`config.mk`:
```
export PLATFORM = sky130hd
export DESIGN_NAME = tx_buffer
export DESIGN_NICKNAME = d
export VERILOG_FILES = /design/src/rtl/tx_pkg.sv /design/src/rtl/tx_fifo.sv /design/src/rtl/tx_buffer.sv
export SDC_FILE = /design/constraint.sdc
export NUM_CORES = 1
export LEC_CHECK = 0
export CAP_MARGIN = 15
export CORE_UTILIZATION = 58
export DETAILED_ROUTE_END_ITERATION = 16
export GPL_TIMING_DRIVEN = 0
export PLACE_DENSITY = 0.88
export SYNTH_ARGS = -nofsm -noshare
export SYNTH_HDL_FRONTEND = slang
export SYNTH_HIERARCHICAL = 1
export SYNTH_SLANG_ARGS = --single-unit
```
`constraint.sdc`:
```
create_clock -name clk -period 3.2 [get_ports clk]
set_input_delay 0.8 -clock clk [delete_from_list [all_inputs] [get_ports clk]]
set_output_delay 0.8 -clock clk [all_outputs]
set_load 0.05 [all_outputs]
```
`src/rtl/tx_pkg.sv`:
```
// Shared types and constants for the UART transmit buffer.
// TX_PARITY_EN (see tx_buffer) adds an even-parity bit to each frame.
package tx_pkg;

  typedef enum logic [2:0] {
    IDLE,
    START,
    DATA,
    PARITY,
    STOP
  } state_t;

  localparam int   DATA_BITS  = 8;
  localparam logic IDLE_LEVEL = 1'b1;

endpackage

```
`src/rtl/tx_fifo.sv`:
```
// Byte FIFO feeding the transmitter; full/empty come from the registered count.
// Writes while full are dropped even if a pop happens on the same edge.
module tx_fifo
  import tx_pkg::*;
#(
  parameter  int DEPTH = 4,
  localparam int AW    = $clog2(DEPTH),
  localparam int CW    = AW + 1
) (
  input  logic                 clk,
  input  logic                 rst,
  input  logic                 push,
  input  logic                 pop,
  input  logic [DATA_BITS-1:0] din,
  output logic [DATA_BITS-1:0] dout,
  output logic [CW-1:0]        count,
  output logic                 full,
  output logic                 empty
);

  logic [DATA_BITS-1:0] mem [DEPTH];
  logic [AW-1:0]        wr_ptr;
  logic [AW-1:0]        rd_ptr;
  logic                 wr;
  logic                 rd;

  assign full  = count == CW'(DEPTH);
  assign empty = count == '0;
  assign wr    = push && !full;
  assign rd    = pop && !empty;
  assign dout  = mem[rd_ptr];

  always_ff @(posedge clk) begin
    if (wr) mem[wr_ptr] <= din;
  end

  always_ff @(posedge clk or posedge rst) begin
    if (rst) begin
      wr_ptr <= '0;
      rd_ptr <= '0;
      count  <= '0;
    end else begin
      if (wr) wr_ptr <= wr_ptr + AW'(1);
      if (rd) rd_ptr <= rd_ptr + AW'(1);
      unique case ({wr, rd})
        2'b10:   count <= count + CW'(1);
        2'b01:   count <= count - CW'(1);
        default: count <= count;
      endcase
    end
  end

endmodule

```
`src/rtl/tx_buffer.sv`:
```
// Queued UART transmitter, 8N1 LSB first, idle-high line.
// Define TX_PARITY_EN to insert an even-parity bit before the stop bit.
module tx_buffer
  import tx_pkg::*;
#(
  parameter int CLKS_PER_BIT = 100,
  parameter int DEPTH        = 4
) (
  input  logic       clk,
  input  logic       rst,
  input  logic       send,
  input  logic [7:0] tx_byte,
  output logic       tx_serial,
  output logic       busy,
  output logic       full,
  output logic       tx_done
);

  localparam int            CW       = $clog2(CLKS_PER_BIT);
  localparam logic [CW-1:0] LAST_CLK = CW'(CLKS_PER_BIT - 1);
  localparam logic [2:0]    LAST_BIT = 3'(DATA_BITS - 1);

  state_t               state;
  state_t               state_nxt;
  logic [CW-1:0]        clk_cnt;
  logic [2:0]           bit_cnt;
  logic [DATA_BITS-1:0] shift;
  logic [DATA_BITS-1:0] head;
  logic [$clog2(DEPTH):0] count;
  logic                 empty;
  logic                 pop;
  logic                 tick;
`ifdef TX_PARITY_EN
  logic                 parity_q;
`endif

  tx_fifo #(.DEPTH(DEPTH)) u_fifo (
    .clk  (clk),
    .rst  (rst),
    .push (send),
    .pop  (pop),
    .din  (tx_byte),
    .dout (head),
    .count(count),
    .full (full),
    .empty(empty)
  );

  assign pop     = (state == IDLE) && (count != '0);
  assign busy    = state != IDLE;
  assign tx_done = (state == STOP) && tick;

  always_ff @(posedge clk or posedge rst) begin
    if (rst) begin
      state   <= IDLE;
      clk_cnt <= '0;
      bit_cnt <= '0;
      shift   <= '0;
`ifdef TX_PARITY_EN
      parity_q <= 1'b0;
`endif
    end else begin
      state <= state_nxt;
      if (state == IDLE || tick) clk_cnt <= '0;
      else                       clk_cnt <= clk_cnt + CW'(1);
      if (pop) begin
        shift   <= head;
        bit_cnt <= '0;
`ifdef TX_PARITY_EN
        parity_q <= ^head;
`endif
      end else if (state == DATA && tick) begin
        shift   <= shift >> 1;
        bit_cnt <= bit_cnt + 3'd1;
      end
    end
  end

  // Line level is decoded from state so a reset forces it high at once
  always_comb begin
    state_nxt = state;
    tx_serial = IDLE_LEVEL;
    tick      = clk_cnt == LAST_CLK;
    unique case (state)
      IDLE: begin
        if (!empty) state_nxt = START;
      end
      START: begin
        tx_serial = 1'b0;
        if (tick) state_nxt = DATA;
      end
      DATA: begin
        tx_serial = shift[0];
        if (tick && bit_cnt == LAST_BIT) begin
`ifdef TX_PARITY_EN
          state_nxt = PARITY;
`else
          state_nxt = STOP;
`endif
        end
      end
      PARITY: begin
`ifdef TX_PARITY_EN
        tx_serial = parity_q;
        if (tick) state_nxt = STOP;
`else
        state_nxt = IDLE;
`endif
      end
      STOP: begin
        if (tick) state_nxt = IDLE;
      end
      default: state_nxt = IDLE;
    endcase
  end

endmodule

```
# Word level (Yosys, flattened, before mapping)
# Memory sizes are Yosys's and may differ from the RTL's.
# Cells that the tools add are included.
# W data, S select, Z words.
dict set report op_classes {
  addsub 6
  eq_ne 12
  muxes 14
  reduce_logical 16
}
# op count
set ops {}
lappend ops {{$mux W3} 6}
lappend ops {{$mux W8} 2}
lappend ops {{$pmux W3 S4} 1}
lappend ops {{$eq A3 B3 Y1 const B} 3}
lappend ops {{$add A7 B1 Y7 const B} 1}
lappend ops {{$eq A7 B7 Y1 const B} 1}
lappend ops {{$mux W7} 1}
lappend ops {{$add A3 B1 Y3 const B} 2}
lappend ops {{$logic_and A1 B1 Y1} 6}
lappend ops {{$logic_not A3 Y1} 2}
lappend ops {{$ne A2 B2 Y1 const B} 3}
lappend ops {{$pmux W3 S2} 1}
lappend ops {{$reduce_bool A3 Y1} 2}
lappend ops {{$add A2 B1 Y2 const B} 2}
lappend ops {{$reduce_and A4 Y1} 1}
lappend ops {{$reduce_bool A2 Y1} 2}
lappend ops {{$eq A3 B1 Y1 const B} 1}
lappend ops {{$eq A3 B2 Y1 const B} 1}
lappend ops {{$sub A3 B1 Y3 const B} 1}
lappend ops {{$eq A2 B1 Y1 const B} 1}
lappend ops {{$eq A2 B2 Y1 const B} 1}
lappend ops {{$logic_not A1 Y1} 2}
lappend ops {{$mux W1} 2}
lappend ops {{$ne A2 B1 Y1 const B} 1}
lappend ops {{2 further kinds} 2}
dict set report totals {
  reg_bits 28
  ramBits 32
  inputBits 11
  wordCells 56
  n_memories 1
}
# memory depth word_bits read_ports rd_ports_with_merged_regs wr line_no
set memory_table {}
lappend memory_table {u_fifo.mem 4 8 1 0 1 tx_fifo.sv:21} ;# logic [DATA_BITS-1:0] mem [DEPTH];

# Logic depth before layout (Yosys ltp)
# Gate-level depths: netlist (run 1).
dict set report logic_depth {
  depth_word 5
  ltp_mapped 12
  mapped_depth_nobuf 10
}

# Modules after synthesis
# The synthesis (run 1) kept the hierarchy.
# mod n_inst cells_each area_each_um2 seq_area_each_um2
set by_module_without_submodules {}
lappend by_module_without_submodules {tx_fifo 1 80 1596.5 1136.1}
lappend by_module_without_submodules {tx_buffer 1 109 1036.0 525.5}

# Least setup slack after synthesis (run 1)
# Ideal clock, no wire load.
dict set report synth_timing {
  path_kind {register -> output}
  startpoint {reg clk_cnt[3]}
  endpoint {out tx_done}
  arrival_time_ps 2704
  setup_slack_ps -304
  path_stages_with_launch 4
  cell_sequence {dfrtp_1 > nor4b_1 > nand2_1 > nor4b_1}
}
dict set report synth_via {
  elab_chain_len 2
}
# item line_no
set synth_lines {}
lappend synth_lines {{from (decl)} tx_buffer.sv:25} ;# logic [CW-1:0] clk_cnt;
lappend synth_lines {{from (signal assigned)} tx_buffer.sv:65} ;# else clk_cnt <= clk_cnt + CW'(1);
lappend synth_lines {{$eq A7 B7 Y1} tx_buffer.sv:83} ;# tick = clk_cnt == LAST_CLK;
lappend synth_lines {{$logic_and A1 B1 Y1} tx_buffer.sv:51} ;# assign tx_done = (state == STOP) && tick;
lappend synth_lines {{to (decl)} tx_buffer.sv:16} ;# output logic tx_done
# No other way between the ends.

# Final worst setup path (run 1)
# Same ends and word-level chain as after synthesis.

==> run summary, run 1 <==
Number of nets still failing antenna checks after routing: 0
Core footprint: 4350 µm²
Number of search-and-repair iterations in the first detailed-routing pass: 4
DRT Wirelength: 4.32 mm
Fraction of registers with async set/reset: 46.7%
Post-route core utilization: 70.2%
Final setup violation count: 0
Post-synth cell types: 37
Minimum setup slack in the final design: 0.205 ns
Share of final-layout standard cells stronger than drive strength 1: 17.4%
Setup crit start kind: flop
RePlAce Congestion: 0.758
Number of flops mapped to enable cells by yosys: 32
Leakage dissipation: 1.22 nW
Most frequent cell on the critical path: sky130_fd_sc_hd__nor4b_2
Maximum number of pins on one net before global-route repair: 22
Finished Layout Cells: 271
Routed WL per cell: 15.9 µm
Number of cells in the design after placement: 255
Final global-route overflow total: 0
Number of buffers between clock root and the deepest sink: 2
Time the final worst path needs with I/O delays and setup: 2.99 ns
Upper clock frequency limit: 0.334 GHz
Pwr dens: 853 nW/µm²
Leading cell type in the layout, fill and taps excluded: sky130_fd_sc_hd__edfxtp_1
Max_cap viols: 0
Tot GR Track Use: 21.0%
Placed wire-length estimate after detailed placement: 3.00 mm
Gate count after technology mapping: 189
Worst relative slew slack: 48.6%
Max stage delay on crit path: 0.55 ns
Later-pin clock latency in the skew report: 0.33 ns
Net count after synthesis: 209
Via count of the first global-routing pass: 1572
Number of H-tree levels: 3
Cells resized by post-CTS repair: 2
Total of hold buffers inserted after clock tree synthesis: 0
Sinks on Clock Net: 60
Crit path kind: reg2out
Worst Path Arrival: 2.19 ns
RSZ-0062 raised after global routing: false
Post-synthesis sequential area ratio: 63.1%
Horizontal extent of the die: 69.4 µm
Register-to-register path setup slack: 0.44 ns
Clock tree from TritonCTS: done
Wire length of the first global-routing pass: 7.45 mm
Top FF cell, synth: sky130_fd_sc_hd__edfxtp_1
Worst setup timing slack at the placement stage: 0.0238 ns
Post-Syn Area: 2630 µm²
Die boundary height: 69.4 µm
Synth-to-layout area growth: 16.1%
Top library cells by usage in the layout, fill and taps aside: sky130_fd_sc_hd__edfxtp_1, sky130_fd_sc_hd__dfrtp_1, sky130_fd_sc_hd__nand2_1
Slew at the pin closest to its max-slew limit: 0.770 ns
Top delay family on crit path: simple AND/OR/NAND/NOR gates
Number of clock buffers inserted by TritonCTS: 9
Result of the run: complete, no violations
Kind of path behind the tightest hold check: reg2reg
Skew final: 0.0105 ns
Final slew viol count: 0
Starting DRC count in detailed routing: 84
Clock root buffer: sky130_fd_sc_hd__clkbuf_8
Vias post-DR: 1521
Peak ir drop on the vdd network: 0.000502 V
Combined area of the multi-input logic cells: 902 µm²
Row Count: 24
Number of antenna diodes: 0
Mean area per synthesized cell: 13.9 µm²
Hold violation count in the final report: 0
Vias per cell: 5.61
Standard cell with the maximum stage delay on the critical path: sky130_fd_sc_hd__dlygate4sd2_1
Register cell area after layout: 1660 µm²
Number of warning messages in the yosys log: 6
Total Neg Setup Slack: 0 ns
Number of remaining DRC errors: 0
Endpoint required time on the critical path: 2.40 ns
Reg clk slew, reported paths: 0.06 ns
IO Count: 15
Kind of end point of the critical path: output pin
Part of the cycle the worst path needs: 93.6%
Post-CTS setup-driven buffer insertion count: 0
Bufs and invs on worst path: 1
Starting Density: 60.5%
Filler Cell Count: 301
Die outline area: 4810 µm²
Antenna violations before repair: 0
Crit path cell chain: nor4b_2 -> nand2_1 -> nor4b_2 -> dlygate4sd2_1
Number of port buffers: 14
Synth Register Bits: 60
Net total in the final layout: 234
Largest driver fanout on the critical path: 5
[per-stage QoR]
| step | hold WS, ns | cell area, µm² | power (W) |
|---|---|---|---|
| after global placement | 0.472 | 2840 | 0.00187 |
| after global routing | 0.533 | 3060 | 0.00277 |
| after CTS | 0.506 | 3060 | 0.00263 |
| after detailed placement | 0.493 | 2840 | 0.00191 |
| final | 0.498 | 3060 | 0.00261 |
| after floorplan | 0.455 | 2640 | 0.00172 |
[worst reg2reg max path, stage by stage (launching register included)]
cell	delay, ns
sky130_fd_sc_hd__dfrtp_1	0.37
sky130_fd_sc_hd__buf_6	0.14
sky130_fd_sc_hd__or3_4	0.40
sky130_fd_sc_hd__or2_1	0.25
sky130_fd_sc_hd__buf_6	0.13
sky130_fd_sc_hd__inv_1	0.15
sky130_fd_sc_hd__o31a_2	0.21
sky130_fd_sc_hd__ha_1	0.18
sky130_fd_sc_hd__inv_1	0.06
sky130_fd_sc_hd__fa_1	0.37
sky130_fd_sc_hd__xor2_1	0.15
sky130_fd_sc_hd__nor2_1	0.12
sky130_fd_sc_hd__xor2_1	0.15
[Yosys cell counts (2+ instances only)]
| master | n | share of area [%] |
|---|---|---|
| sky130_fd_sc_hd__edfxtp_1 | 32 | 37 |
| sky130_fd_sc_hd__a21oi_1 | 3 | 0.57 |
| sky130_fd_sc_hd__nor2_1 | 14 | 2.0 |
| sky130_fd_sc_hd__nand3_1 | 9 | 1.7 |
| sky130_fd_sc_hd__nor4b_1 | 2 | 0.67 |
| sky130_fd_sc_hd__and2_2 | 4 | 1.1 |
| sky130_fd_sc_hd__ha_1 | 8 | 3.8 |
| sky130_fd_sc_hd__inv_1 | 10 | 1.4 |
| sky130_fd_sc_hd__dfrtp_1 | 28 | 27 |
| sky130_fd_sc_hd__and3_4 | 2 | 0.86 |
| sky130_fd_sc_hd__nand2_1 | 21 | 3.0 |
| sky130_fd_sc_hd__nor3_1 | 4 | 0.76 |
| sky130_fd_sc_hd__and2_1 | 2 | 0.48 |
| sky130_fd_sc_hd__clkbuf_1 | 3 | 0.43 |
| sky130_fd_sc_hd__buf_2 | 2 | 0.38 |
| sky130_fd_sc_hd__mux4_2 | 8 | 6.8 |
| sky130_fd_sc_hd__xor2_1 | 5 | 1.7 |
| sky130_fd_sc_hd__and3_1 | 2 | 0.48 |
| sky130_fd_sc_hd__xnor2_1 | 6 | 2.0 |
| sky130_fd_sc_hd__a31oi_1 | 4 | 0.95 |
| sky130_fd_sc_hd__o21ai_0 | 2 | 0.38 |
| sky130_fd_sc_hd__a221o_1 | 2 | 0.76 |
| sky130_fd_sc_hd__buf_6 | 2 | 0.86 |
[logic make-up (layout without fill, tap and decap cells)]
group | count (synthesis) | in the layout | synth area share (%)
AOI/OAI and AO/OA | 15 | 15 | 3.94
xor gates and xnor gates | 11 | 11 | 3.66
adders and majority gates | 9 | 9 | 4.56
buffers and inverters | 17 | 47 | 3.09
DFF | 60 | 60 | 63.1
muxes | 10 | 10 | 7.79
and+or+nand+nor | 67 | 67 | 13.8
[layer usage]
layer  routed length [µm]  global-route usage (%)  vias up
met5                    0                       0        -
met3                  194                    7.41        6
met1                 1890                    26.2      755
li1                     -                       -      725
met4                   50                    7.48        0
met2                 2190                    34.1       35
[power breakdown]
part	switching, W	leakage, nW	total, W	internal (W)
combinational	0.000357	0.484	0.000707	0.000350
sequential	0.000147	0.634	0.00119	0.00105
clock	0.000273	0.101	0.000707	0.000435
[area by class of cell]
| cell class | count | area share [%] |
|---|---|---|
| clock buffers | 11 | 4.30 |
| flip-flops and latches | 60 | 54.4 |
| plain buffers | 7 | 1.43 |
| repair buffers | 14 | 4.54 |
| multi-input cells | 112 | 29.5 |
| clock inverters | 5 | 2.50 |
| inverters | 10 | 1.23 |
| well taps | 52 | 2.13 |
[sequential cells by signal (all words and copies together), names as in the netlist]
register	count
u_fifo/count	3
shift	8
clk_cnt	7
bit_cnt	3
u_fifo/wr_ptr	2
u_fifo/mem	32
state	3
u_fifo/rd_ptr	2
[path summary, 6_finish.rpt]
kind / start / depth (start not counted) / endpoint
hold reg to reg: clk_cnt[0]$_DFF_PP0_ / 1 / clk_cnt[0]$_DFF_PP0_
max in group asynchronous: rst / 2 / bit_cnt[1]$_DFFE_PP0P_
setup reg to reg: state[0]$_DFFE_PP0P_ / 12 / u_fifo/count[2]$_DFFE_PP0P_
min in group asynchronous: rst / 2 / u_fifo/count[1]$_DFFE_PP0P_
setup / recovery: clk_cnt[3]$_DFF_PP0_ / 4 / tx_done
hold / removal: clk_cnt[0]$_DFF_PP0_ / 1 / clk_cnt[0]$_DFF_PP0_
(Power assumes the default switching activity.)
==> run 2: changes to the inputs <==
Settings changed: CTS_CLUSTER_DIAMETER from default to 60.
==> results of run 2 <==
Final layout, timing and power as in run 1 (identical DEF).
